## config.mk

```make
export PLATFORM = sky130hd
export DESIGN_NAME = pwm_level_sequencer
export DESIGN_NICKNAME = d
export VERILOG_FILES = /design/src/rtl/pwm_level_sequencer.sv
export SDC_FILE = /design/constraint.sdc
export NUM_CORES = 1
export LEC_CHECK = 0
export ABC_AREA = 1
export CAP_MARGIN = 20
export CORE_ASPECT_RATIO = 0.75
export CORE_MARGIN = 2
export CORE_UTILIZATION = 48
export CTS_CLUSTER_DIAMETER = 150
export DETAILED_ROUTE_END_ITERATION = 12
export PLACE_DENSITY_LB_ADDON = 0.15
export SETUP_SLACK_MARGIN = 0.15
export SYNTH_ARGS = -nofsm -noshare
export SYNTH_HDL_FRONTEND = slang
export SYNTH_SLANG_ARGS = --single-unit
```

## constraint.sdc

```tcl
create_clock -name clk -period 2 [get_ports clk]
set_input_delay 0.2 -clock clk [delete_from_list [all_inputs] [get_ports clk]]
set_output_delay 0.2 -clock clk [all_outputs]
set_load 0.01 [all_outputs]
```

## src/rtl/pwm_level_sequencer.sv

```systemverilog
// pwm_level_sequencer
//   Drives the 2-bit select of the 4:1 duty-preset mux in the LED dimmer path
//   and turns the selected duty into a registered PWM waveform. The select
//   steps through the four presets, either automatically after a programmable
//   number of PWM periods (auto mode) or on a step pulse (manual mode). Select
//   changes and duty reloads only happen at period boundaries, so pwm_out never
//   glitches.
//
// Ports
//   clk          system clock, rising edge
//   rst          synchronous active-high reset
//   enable       1 = run, 0 = idle with pwm_out low (select is held)
//   auto_mode    1 = advance after dwell periods, 0 = advance on step
//   step         one-clock advance request (manual mode only)
//   dwell        periods per level in auto mode (0 behaves as 1)
//   duty_in      duty from the preset mux (a function of select)
//   select       preset mux select
//   pwm_out      registered PWM output
//   period_tick  high on the last clock of each PWM period
//   level_done   one-clock pulse as select advances
module pwm_level_sequencer #(
  parameter int DUTY_W  = 4,
  parameter int DWELL_W = 8
) (
  input  logic               clk,
  input  logic               rst,
  input  logic               enable,
  input  logic               auto_mode,
  input  logic               step,
  input  logic [DWELL_W-1:0] dwell,
  input  logic [DUTY_W-1:0]  duty_in,
  output logic [1:0]         select,
  output logic               pwm_out,
  output logic               period_tick,
  output logic               level_done
);

  typedef enum logic [1:0] {IDLE, AUTO, MANUAL} state_t;

  localparam logic [DUTY_W-1:0] CNT_MAX = '1;
  // Select moves one clock before the duty reload at CNT_MAX, so the duty of
  // the new preset is already on duty_in when the reload happens.
  localparam logic [DUTY_W-1:0] ADV_PT  = CNT_MAX - DUTY_W'(1);

  state_t              state, state_nx;
  logic [DUTY_W-1:0]   cnt, cnt_nx;
  logic [DUTY_W-1:0]   duty_q, duty_nx;
  logic [DWELL_W-1:0]  dwell_cnt, dwell_cnt_nx;
  logic                step_pend, step_pend_nx;
  logic [1:0]          select_nx;
  logic                pwm_nx;
  logic                adv;
  logic                run, at_adv, at_max;

  // Last dwell_cnt value of a level; a dwell of 0 is treated as 1.
  function automatic logic [DWELL_W-1:0] dwell_last(input logic [DWELL_W-1:0] d);
    return (d == '0) ? '0 : d - DWELL_W'(1);
  endfunction

  assign run    = (state != IDLE);
  assign at_adv = run && (cnt == ADV_PT);
  assign at_max = run && (cnt == CNT_MAX);

  always_comb begin
    state_nx     = state;
    cnt_nx       = cnt;
    duty_nx      = duty_q;
    dwell_cnt_nx = dwell_cnt;
    step_pend_nx = step_pend;
    adv          = 1'b0;

    case (state)
      IDLE:    if (enable) state_nx = auto_mode ? AUTO : MANUAL;
      AUTO:    if (!enable) state_nx = IDLE;
               else if (!auto_mode) state_nx = MANUAL;
      MANUAL:  if (!enable) state_nx = IDLE;
               else if (auto_mode) state_nx = AUTO;
      default: state_nx = IDLE;
    endcase

    // Auto advance: ">=" rather than "==" so that a dwell lowered below the
    // current count still advances at the next advance point.
    if (state == AUTO && enable && at_adv) begin
      if (dwell_cnt >= dwell_last(dwell)) begin
        adv          = 1'b1;
        dwell_cnt_nx = '0;
      end else begin
        dwell_cnt_nx = dwell_cnt + DWELL_W'(1);
      end
    end

    // Manual advance: steps collapse into one pending request per period; a
    // step coincident with the advance point is honoured immediately.
    if (state == MANUAL && enable) begin
      if (at_adv) begin
        adv          = step_pend | step;
        step_pend_nx = 1'b0;
      end else begin
        step_pend_nx = step_pend | step;
      end
    end

    if (state == AUTO && state_nx == MANUAL) dwell_cnt_nx = '0;
    if (state == MANUAL && state_nx == AUTO) begin
      dwell_cnt_nx = '0;
      step_pend_nx = 1'b0;
    end

    if (state_nx == IDLE) begin
      cnt_nx       = '0;
      dwell_cnt_nx = '0;
      step_pend_nx = 1'b0;
    end else if (state == IDLE) begin
      cnt_nx = '0;
    end else begin
      cnt_nx = cnt + DUTY_W'(1);
    end

    if (at_max) duty_nx = duty_in;

    select_nx = adv ? select + 2'd1 : select;

    // pwm_out is computed from the next counter/duty so it lines up with cnt;
    // all-ones duty is forced high because cnt < MAX fails at cnt == MAX.
    pwm_nx = (state_nx != IDLE) && ((duty_nx == '1) || (cnt_nx < duty_nx));
  end

  assign period_tick = at_max;

  always_ff @(posedge clk) begin
    if (rst) begin
      state      <= IDLE;
      cnt        <= '0;
      duty_q     <= '0;
      dwell_cnt  <= '0;
      step_pend  <= 1'b0;
      select     <= 2'd0;
      pwm_out    <= 1'b0;
      level_done <= 1'b0;
    end else begin
      state      <= state_nx;
      cnt        <= cnt_nx;
      duty_q     <= duty_nx;
      dwell_cnt  <= dwell_cnt_nx;
      step_pend  <= step_pend_nx;
      select     <= select_nx;
      pwm_out    <= pwm_nx;
      level_done <= adv;
    end
  end

endmodule

```

==> metrics.txt <==
crit path DAT 2.13 ns; Pre-antenna DRT Iters 4; worst slew pin tran 0.266 ns; row count 17; worst r2r dst pwm_out; nets 294; Mapped Area between 1000 and 1500 µm²; worst skew pair latency ~0.27 ns; Worst Path Required 2.20 ns; layout cell share with drive strength beyond 1 a little over a quarter; EDFF count, synth 0; clock skew 0.00431 ns; H-tree Lvls 1; met1 usage 30.1%; CTS Hold Bufs 0; vias in the first global route 1294; fin crit period 1.93 ns; Initial Utilization 50.5%; Fmax approximately 0.52 GHz; max-cap violations 0; critical path fanouts, max 4; CP endpoint kind flop; full die area 3580 µm²; clk sinks 23; crit share post-route 96.6%; max-slew violations 0; GR peak layer met2; worst hold path startpoint step_pend; worst r2r src cnt[0]; CTS tree done; DR vias/cell a little under 5; Area Overhead vs Synth 42.2%; Max clock buf depth 2; initial antenna violation count 0; relative slew slack 82.2%; setup TNS 0 ns; DR iter-0 viols 48; Clock transition at path regs 0.08 ns; Place WS -0.928 ns; first-pass GRT wire length 5.62 mm; cells after synthesis approximately 220; Final HPWL DP between 2 and 2.5 mm; Final Hold Viols 0; R2R cell count 10; critical path class input pin to flop; Yosys top cell area share 30.8%; setup violators final 0; Total Wirelength around 3.3 mm; GRT Overall Usage 20.6%; RSZ-0062 raised after global routing true; ys flop type dfxtp_1; outcome finished, final reports clean; antenna-violating nets left 0; synth unique cells 28; die height 52.3 µm; FFs w/ async S/R, synth 0%; Crit. Startpoint dwell[0]; Pleak slightly above 0.9 nW; CTS root buffer clkbuf_8; mean area per synthesized cell a little under 7 µm²; R2R Setup Slk between 0.2 and 0.3 ns; largest net degree at the start of global routing 14; DR vias 1453; top-level port count 22; Core ar. 2960 µm²; met3 Use GR 4.52%; post-synth top area cell dfxtp_1; Num CTS Buffers 3; #FFs+latches synth 23; GPL Wtd Cong 0.799; PwrDens 422 nW/µm²; WL per Instance 11.0 µm; sequential-to-total area share from yosys stat ~31%; DRC errors left 0; Yosys warnings 0; grt ovf 0; met2 global-route usage 31.3%; IO buf count 21; Hold WC Path Type flop to flop; worst setup path end select[1]; n_diodes 0; crit path launch type input pin; Die W roughly 68 µm; Synth area leaders dfxtp_1, ha_1, nand2_1; Synth Net Count roughly 250; Worst VDD drop approximately 0.44 mV; final worst slack 0.0688 ns
## stage by stage
stage	total power [W]	cell area (µm²)	utilization (%)	instances	hold WS (ns)
after floorplan	0.000533	1560	-	217	0.272
after global placement	0.000598	1920	65.0	289	0.459
after detailed placement	0.000600	1920	65.0	289	0.465
after CTS	0.000895	2070	70.0	296	0.477
after global routing	0.000940	2120	71.9	299	0.501
final	0.000897	2120	71.9	299	0.477
## per-layer routing
layer,wire length [µm],share of wire [%],up-vias
li1,-,-,777
met1,1740,53,637
met2,1390,42,37
met3,154,4.7,2
met4,7,0.21,0
met5,0,0,-
## state kept, by name, summed over array words and instances, names as in the netlist
register    flops
cnt             4
level_done      1
select          2
state           2
dwell_cnt       8
duty_q          4
pwm_out         1
step_pend       1
## timing repair
| item | in CTS | in global routing |
|---|---|---|
| pin swaps | 22 | 6 |
| resized for setup | 40 | 14 |
| setup endpoints to repair | 13 | 13 |
| setup buffers | 3 | 3 |
| hold endpoints to repair | 0 | 0 |
## synth_stat cells (3+ instances only)
library cell,instances
nand3_1,10
dfxtp_1,23
o21ai_0,7
or2_2,3
xor2_1,4
ha_1,15
nor3_1,6
nand2_1,46
nor2_1,37
a21oi_1,11
inv_1,30
nor3b_1,4
## logic make-up (layout without fill, tap and decap cells)
logic type                 Yosys count  after routing  share of synthesized area, %
xor gates and xnor gates             6              6                          3.52
and+or+nand+nor                    117            117                          35.9
buffers and inverters               32             76                          8.21
adders and majority gates           15             15                          12.6
AOI/OAI and AO/OA                   24             24                          8.96
DFF                                 23             23                          30.8
## worst max-delay path: stages
cell     delay, ns
buf_8         0.10
inv_8         0.04
ha_4          0.14
nand2_4       0.06
nor2_4        0.09
nand2_2       0.08
nor3_4        0.23
a21oi_1       0.08
o21ai_1       0.10
ha_1          0.27
a21oi_2       0.12
o21a_1        0.15
nand2_1       0.07
nand2_2       0.10
buf_4         0.13
nand3_1       0.06
a21oi_1       0.11
## worst min-delay path by stage
stage | endpoint | slack, ns | cells past startpoint
3_3_place_gp | step_pend | 0.46 | 2
3_5_place_dp | step_pend | 0.46 | 2
6_report | step_pend | 0.48 | 2
4_1_cts | step_pend | 0.48 | 2
2_1_floorplan | state[1] | 0.27 | 1
5_1_grt | step_pend | 0.50 | 2
## placed cells by master, fill, tap and decap left out, types with 4 or more instances in the layout
master / instances
nand2_1: 41
nor2_1: 35
inv_1: 26
dfxtp_1: 21
buf_4: 19
clkdlybuf4s50_1: 13
ha_1: 12
a21oi_1: 8
nand3_1: 7
nor2_4: 5
nand3_2: 5
dlygate4sd2_1: 5
xor2_1: 4
a21oi_2: 4
## report_power, final
| part | switching, W | internal, W | leakage (nW) |
|---|---|---|---|
| clock network | 0.000153 | 0.000139 | 0.0255 |
| logic | 0.0000703 | 0.0000728 | 0.714 |
| registers | 0.00000270 | 0.000459 | 0.187 |
## area by class of cell
| type | count | area (µm²) |
|---|---|---|
| Timing Repair Buffer | 41 | 359 |
| Clock inverter | 1 | 5.00 |
| Tap cell | 38 | 47.5 |
| Fill cell | 237 | 832 |
| Inverter | 31 | 139 |
| Multi-Input combinational cell | 162 | 1070 |
| Clock buffer | 3 | 41.3 |
| Sequential cell | 23 | 465 |
Power figures use the tool's default switching activity.
